==> config.mk <==
export PLATFORM = sky130hd
export DESIGN_NAME = multi_pulse_counter
export DESIGN_NICKNAME = d
export VERILOG_FILES = /design/src/rtl/multi_pulse_counter_pkg.sv /design/src/rtl/multi_pulse_counter_toggle_sync_edge.sv /design/src/rtl/multi_pulse_counter.sv
export SDC_FILE = /design/constraint.sdc
export NUM_CORES = 1
export LEC_CHECK = 0
export BUFFER_PORTS_ARGS = -buffer_cell sky130_fd_sc_hd__clkbuf_2
export CAP_MARGIN = 15
export CORE_MARGIN = 2
export CORE_UTILIZATION = 41
export CTS_CLUSTER_DIAMETER = 120
export DETAILED_ROUTE_END_ITERATION = 10
export PLACE_DENSITY = 0.65
export SLEW_MARGIN = 20
export SYNTH_ARGS = -nofsm -noshare
export SYNTH_HDL_FRONTEND = slang
export SYNTH_SLANG_ARGS = --single-unit
==> constraint.sdc <==
create_clock -name dst_clk -period 5.25 [get_ports dst_clk]
set_input_delay 1.3125 -clock dst_clk [delete_from_list [all_inputs] [get_ports dst_clk]]
set_output_delay 1.3125 -clock dst_clk [all_outputs]
set_load 0.01 [all_outputs]
==> src/rtl/multi_pulse_counter_pkg.sv <==
// rtl/multi_pulse_counter_pkg.sv - shared constants, types and helpers for multi_pulse_counter
//
// Package mpc_pkg:
//   CH_MAX, SYNC_MIN, SYNC_MAX   legal parameter limits
//   BUS_MAX                      widest packed per-channel bus (CH_MAX channels x 32 bits)
//   upd_op_e                     decoded per-channel counter operation
//   cnt_max(width)               all-ones value of a width-bit counter
//   ch_slice(bus, ch, width)     channel slice of a packed bus, zero-extended to 32 bits
package mpc_pkg;

    localparam int CH_MAX   = 16;
    localparam int SYNC_MIN = 2;
    localparam int SYNC_MAX = 4;
    localparam int BUS_MAX  = CH_MAX * 32;

    typedef enum logic [1:0] {
        OP_HOLD = 2'd0,
        OP_INC  = 2'd1,
        OP_DEC  = 2'd2,
        OP_CLR  = 2'd3
    } upd_op_e;

    // Computed in 64 bits so that width=32 does not overflow the shift.
    function automatic logic [31:0] cnt_max(input int width);
        logic [63:0] w_full;
        w_full = (64'd1 << width) - 64'd1;
        return w_full[31:0];
    endfunction

    function automatic logic [31:0] ch_slice(input logic [BUS_MAX-1:0] bus,
                                             input int                 ch,
                                             input int                 width);
        logic [BUS_MAX-1:0] w_shift;
        w_shift = bus >> (ch * width);
        return w_shift[31:0] & cnt_max(width);
    endfunction

endpackage

==> src/rtl/multi_pulse_counter_toggle_sync_edge.sv <==
// rtl/multi_pulse_counter_toggle_sync_edge.sv - toggle synchroniser and edge detector
//
// Module toggle_sync_edge: brings one toggle-encoded signal into dst_clk,
// then turns each level change into a one-cycle event.
//   dst_clk  in   counting clock
//   dst_rst  in   asynchronous active-high reset
//   tog      in   toggle from a foreign clock domain
//   arm      in   event enable; synchroniser and delay flop load regardless
//   evt      out  one-cycle event per level change of tog
module toggle_sync_edge #(
    parameter int SYNC_STAGES = 2
) (
    input  logic dst_clk,
    input  logic dst_rst,
    input  logic tog,
    input  logic arm,
    output logic evt
);

    logic [SYNC_STAGES-1:0] r_sync;
    logic                   r_dly;

    always_ff @(posedge dst_clk or posedge dst_rst) begin
        if (dst_rst) begin
            r_sync <= '0;
            r_dly  <= 1'b0;
        end else begin
            r_sync <= {r_sync[SYNC_STAGES-2:0], tog};
            r_dly  <= r_sync[SYNC_STAGES-1];
        end
    end

    // While disarmed the delay flop still tracks the synchronised level, so a
    // toggle already high at reset release becomes the baseline, not an event.
    assign evt = arm & (r_sync[SYNC_STAGES-1] ^ r_dly);

endmodule

==> src/rtl/multi_pulse_counter.sv <==
// rtl/multi_pulse_counter.sv - multi-channel saturating up/down counter of cross-domain toggle events
//
// Optional feature macro: MULTI_PULSE_COUNTER_THRESH_EN (adds thresh input and thresh_hit comparators).
//   dst_clk     in   counting clock
//   dst_rst     in   asynchronous active-high reset
//   inc_tog     in   per-channel increment toggles (foreign domain)
//   dec_tog     in   per-channel decrement toggles (foreign domain)
//   clr         in   per-channel synchronous count clear
//   err_clr     in   clears all sticky error bits
//   thresh      in   packed per-channel thresholds (only with the macro)
//   pulse_num   out  packed counts, channel i at [i*WID_16 +: WID_16]
//   empty/full  out  per-channel count==0 / count==max
//   ovf_err     out  sticky: increment rejected at full
//   unf_err     out  sticky: decrement rejected at empty
//   thresh_hit  out  registered count>=thresh (0 without the macro)
module multi_pulse_counter
    import mpc_pkg::*;
#(
    parameter int CH_NUM      = 4,
    parameter int WID_16      = 16,
    parameter int SYNC_STAGES = 2
) (
    input  logic                     dst_clk,
    input  logic                     dst_rst,
    input  logic [CH_NUM-1:0]        inc_tog,
    input  logic [CH_NUM-1:0]        dec_tog,
    input  logic [CH_NUM-1:0]        clr,
    input  logic                     err_clr,
`ifdef MULTI_PULSE_COUNTER_THRESH_EN
    input  logic [CH_NUM*WID_16-1:0] thresh,
`endif
    output logic [CH_NUM*WID_16-1:0] pulse_num,
    output logic [CH_NUM-1:0]        empty,
    output logic [CH_NUM-1:0]        full,
    output logic [CH_NUM-1:0]        ovf_err,
    output logic [CH_NUM-1:0]        unf_err,
    output logic [CH_NUM-1:0]        thresh_hit
);

    localparam int SYNC_EFF = (SYNC_STAGES < SYNC_MIN) ? SYNC_MIN :
                              (SYNC_STAGES > SYNC_MAX) ? SYNC_MAX : SYNC_STAGES;
    localparam logic [2:0]        ARM_DONE  = 3'(SYNC_EFF + 1);
    localparam logic [31:0]       CNT_MAX32 = cnt_max(WID_16);
    localparam logic [WID_16-1:0] CNT_MAX   = CNT_MAX32[WID_16-1:0];
    localparam logic [WID_16-1:0] CNT_ONE   = WID_16'(1);

    logic [2:0] r_arm_cnt;
    logic       w_arm;

    // Masks events for the first SYNC_EFF+1 edges after reset release, long
    // enough for the synchroniser and delay flop to settle on the source level.
    always_ff @(posedge dst_clk or posedge dst_rst) begin
        if (dst_rst) begin
            r_arm_cnt <= 3'd0;
        end else if (r_arm_cnt != ARM_DONE) begin
            r_arm_cnt <= r_arm_cnt + 3'd1;
        end
    end

    assign w_arm = (r_arm_cnt == ARM_DONE);

`ifdef MULTI_PULSE_COUNTER_THRESH_EN
    logic [BUS_MAX-1:0] w_thresh_ext;

    always_comb begin
        w_thresh_ext = '0;
        w_thresh_ext[CH_NUM*WID_16-1:0] = thresh;
    end
`endif

    for (genvar i = 0; i < CH_NUM; i++) begin : g_ch
        logic              w_inc;
        logic              w_dec;
        upd_op_e           w_op;
        logic [WID_16-1:0] r_cnt;
        logic [WID_16-1:0] w_cnt_nxt;
        logic              w_ovf_set;
        logic              w_unf_set;
        logic              r_empty;
        logic              r_full;
        logic              r_ovf;
        logic              r_unf;

        toggle_sync_edge #(.SYNC_STAGES(SYNC_EFF)) u_inc_sync (
            .dst_clk (dst_clk),
            .dst_rst (dst_rst),
            .tog     (inc_tog[i]),
            .arm     (w_arm),
            .evt     (w_inc)
        );

        toggle_sync_edge #(.SYNC_STAGES(SYNC_EFF)) u_dec_sync (
            .dst_clk (dst_clk),
            .dst_rst (dst_rst),
            .tog     (dec_tog[i]),
            .arm     (w_arm),
            .evt     (w_dec)
        );

        // Clear beats everything; coincident inc and dec cancel to a hold.
        always_comb begin
            w_op = OP_HOLD;
            if (clr[i]) begin
                w_op = OP_CLR;
            end else if (w_inc && !w_dec) begin
                w_op = OP_INC;
            end else if (w_dec && !w_inc) begin
                w_op = OP_DEC;
            end
        end

        always_comb begin
            w_cnt_nxt = r_cnt;
            w_ovf_set = 1'b0;
            w_unf_set = 1'b0;
            case (w_op)
                OP_CLR: w_cnt_nxt = '0;
                OP_INC: begin
                    if (r_cnt == CNT_MAX) begin
                        w_ovf_set = 1'b1;
                    end else begin
                        w_cnt_nxt = r_cnt + CNT_ONE;
                    end
                end
                OP_DEC: begin
                    if (r_cnt == '0) begin
                        w_unf_set = 1'b1;
                    end else begin
                        w_cnt_nxt = r_cnt - CNT_ONE;
                    end
                end
                default: w_cnt_nxt = r_cnt;
            endcase
        end

        // Flags derive from the next count so they change on the same edge as it.
        always_ff @(posedge dst_clk or posedge dst_rst) begin
            if (dst_rst) begin
                r_cnt   <= '0;
                r_empty <= 1'b1;
                r_full  <= 1'b0;
                r_ovf   <= 1'b0;
                r_unf   <= 1'b0;
            end else begin
                r_cnt   <= w_cnt_nxt;
                r_empty <= (w_cnt_nxt == '0);
                r_full  <= (w_cnt_nxt == CNT_MAX);
                r_ovf   <= w_ovf_set | (r_ovf & ~err_clr);
                r_unf   <= w_unf_set | (r_unf & ~err_clr);
            end
        end

        assign pulse_num[i*WID_16 +: WID_16] = r_cnt;
        assign empty[i]   = r_empty;
        assign full[i]    = r_full;
        assign ovf_err[i] = r_ovf;
        assign unf_err[i] = r_unf;

`ifdef MULTI_PULSE_COUNTER_THRESH_EN
        logic [31:0] w_thr;
        logic [31:0] w_cnt32;
        logic        r_hit;

        assign w_thr   = ch_slice(w_thresh_ext, i, WID_16);
        assign w_cnt32 = 32'(r_cnt);

        always_ff @(posedge dst_clk or posedge dst_rst) begin
            if (dst_rst) begin
                r_hit <= 1'b0;
            end else begin
                r_hit <= (w_cnt32 >= w_thr);
            end
        end

        assign thresh_hit[i] = r_hit;
`else
        assign thresh_hit[i] = 1'b0;
`endif
    end

endmodule

==> results.ini <==
[yosys]
synth_compound_area_share_pct = 21.82
netlist.top_cell.by_area = dfrtp_1
synthTopCellsByArea = dfrtp_1 (34%), nand3_1 (3.8%), a21oi_1 (3.6%)
yosysWarnings = 0
synth_top_family_by_area = simple AND/OR/NAND/NOR gates
synth_top_cell_area_share_pct = 33.55
synthXorXnorAreaFrac_pct = 3.306
synth-adder-area-share_pct = 1.954
synth_area_sq_um = 7682
async_flop_share_pct = 100.0
synth_edf_count = 0
ys_seq_area_share_pct = 34.92
synth_simple_gate_area_share_pct = 28.78
synthDistinctLibCells = 84
synth_seq_cells = 107
syn_inst = 949
synth.mux.area_fraction_pct = 1.107
ys.flop_type = dfrtp_1
avgSynthCellArea_sq_um = 8.095

[power]
p_seq_share_pct = 35.7
powerDensity_nw_per_um2 = 479.3
p_leak_nw = 3.623
ir_drop_mv = 0.2267
p_sw_share_pct = 47.29
pwr-share-comb_pct = 46.8
switchingPower_mw = 1.916
pwr-share-clk_pct = 17.6
p_int_mw = 2.135

[cts]
clkTransAtPathRegs_ns = 0.07
cts_hold_buf = 0
htree_levels = 3
cts_tree = done
post_cts_resized = 0
clk_latency_ns = 0.36
numClockSinks = 107
cts_buffers = 9
cts_setup_buffers = 0
cts_buffer_depth = 2
cts-root-buf = clkbuf_16

[global_route]
grt_overflow_total = 0
grt_max_degree = 80
grt_util_all_layers_pct = 22.87
antenna_found_initial = 0
grt_pass1_vias = 6954
grt_pass1_wl_microns = 36920

[sta]
worstMarginPinSlew_ns = 0.9827
slew_violations = 0
rsz0062_at_grt = no
min_period_ns = 3.696
hold_violations = 0
tns_ns = 0
finalClockSkew_ns = 0.009244
finalSetupViolations = 0
setup_ws_ns = 1.554
max_freq_mhz = 270.6
max_slew_margin_pct = 34.49
fin_crit_sh_pct = 70.40
hold-worst-slack_ns = 0.3516

[die]
core_sq_um = 18520
die_w_microns = 140.9
start_util_pct = 41.49
ios = 99
dieHeight_microns = 140.9
num_rows = 50
design.die.area_sq_um = 19850

[route]
ant_nets = 0
wire_per_inst_microns = 18.54
drc = 0
dr.first_iter.drc_count = 926
drt-vias-per-instance = 6.328
vias = 7758
detail_route.first_pass.iterations = 5
routed_wl_microns = 22730

[place]
dp_slack_ns = 1.591
hpwl_microns = 16370
numPortBuffers = 94
gp_congestion = 0.9210

[worst_setup_path]
critPathMaxFanout = 29
crit_path_max_incr_delay_ns = 0.80
arrival_ns = 3.96
crit_required_ns = 5.52
path_cells = ha_1 -> ha_1 -> inv_1 -> nor3_1 -> a21oi_1 -> a211oi_1 -> a22oi_1 -> nor4_1 -> nand4_1 -> nor4_1
cp_slowest_cell = ha_1
worst-setup-path-type = flop to flop
end_kind = flop
setup.worst_path.start_class = flop

[flow_run]
drv_cap = 0

[final_layout]
regArea_sq_um = 2683
multi_input_area_sq_um = 4404
num-nets-final = 1014
diodes = 0
drive_above_1_share_pct = 15.52
fill_cells = 1842
fin_util_pct = 45.64
syn_to_final_growth_pct = 10.00

[hold_path]
hp-class = flop to flop

[run_status]
status = completed

## kinds of logic (layout without fill, tap and decap cells)
group / after synthesis / count (layout)
buf+inv: 140 / 180
mux: 8 / 8
fa+ha+maj: 12 / 12
simple gates: 405 / 405
compound gates: 247 / 247
other cells: 1 / 4
xor+xnor: 29 / 29
flops: 107 / 107
## registers in the layout (all words and copies together) (netlist names)
signal,cells
g_ch.u_dec_sync.r_dly,4
g_ch.r_unf,4
g_ch.r_cnt,64
g_ch.u_inc_sync.r_dly,4
g_ch.r_full,4
g_ch.r_ovf,4
r_arm_cnt,3
g_ch.u_dec_sync.r_sync,8
g_ch.u_inc_sync.r_sync,8
g_ch.r_empty,4
## critical path, delay by kind of cell (launching register included)
family | cells | cell delay [ns]
buffers and inverters | 1 | 0.36
AO/OA/AOI/OAI | 3 | 0.71
flip-flops | 1 | 0.38
adder cells (fa/ha/maj) | 2 | 0.96
AND/OR/NAND/NOR | 4 | 1.19
## cell usage in the layout (no fill, tap or decap), drive strengths merged, types with 7 or more instances in the layout
master / n
clkbuf: 106
dfrtp: 103
nand2: 65
inv: 62
nor2: 62
nand3: 59
a21oi: 56
nor3: 54
o21ai: 50
nand4: 41
nor4: 40
a31oi: 25
xnor2: 16
o22ai: 15
xor2: 13
and3: 12
ha: 12
and4: 11
a21o: 11
or4: 11
and2: 9
or3: 8
buf: 8
nor2b: 7
## layer usage
metal	global-route usage [%]	share of wire [%]	vias to the layer above
met5	0	0	-
met4	8.579	2.9	0
met3	3.668	8.5	59
met2	35.15	44	413
met1	32.59	44	3653
li1	-	-	3633
## worst paths after layout
path,from,cells past startpoint,slack (ns),end
max in group asynchronous,dst_rst,3,3.15,g_ch[0].u_inc_sync.r_dly$_DFF_PP0_
hold reg to reg,g_ch[3].u_dec_sync.r_sync[0]$_DFF_PP0_,0,0.35,g_ch[3].u_dec_sync.r_sync[1]$_DFF_PP0_
min in group asynchronous,dst_rst,2,1.15,g_ch[3].r_cnt[6]$_DFF_PP0_
setup reg to reg,r_arm_cnt[0]$_DFFE_PP0P_,10,1.55,g_ch[1].r_empty$_DFF_PP1_
setup / recovery,r_arm_cnt[0]$_DFFE_PP0P_,10,1.55,g_ch[1].r_empty$_DFF_PP1_
hold / removal,g_ch[3].u_dec_sync.r_sync[0]$_DFF_PP0_,0,0.35,g_ch[3].u_dec_sync.r_sync[1]$_DFF_PP0_
## power groups by stage
stage | clock, mW | sequential [mW] | combinational, mW
2_1_floorplan | 0 | 1.28 | 1.48
3_3_place_gp | 0 | 1.44 | 1.85
3_5_place_dp | 0 | 1.45 | 1.86
4_1_cts | 0.735 | 1.43 | 1.88
5_1_grt | 0.770 | 1.49 | 2.09
6_report | 0.712 | 1.44 | 1.89
## area by class of cell
class                      instances  area share, %
inverter                          62          2.784
tap                              234          3.465
clock buffer                      12          3.035
timing repair buffer             102          6.278
clock inverter                     4         0.5774
multi-input combinational        705          52.12
sequential                       107          31.74
## metrics by stage
step	cell area [sq um]	total power [mW]	cells
after detailed placement	8139	3.310	1210
after global routing	8451	4.348	1226
after global placement	8133	3.297	1210
after CTS	8444	4.039	1226
after floorplan	7694	2.759	952
final	8451	4.051	1226
## Yosys cell counts, drive strengths merged, types with 16 or more instances
cell	n
nor2	62
clkbuf	47
o21ai	50
nand3	59
inv	62
nor4	40
nor3	54
nand2	65
a21oi	56
nand4	41
buf	31
a31oi	25
dfrtp	103
xnor2	16
No activity file was read; power rests on OpenSTA's default activity.
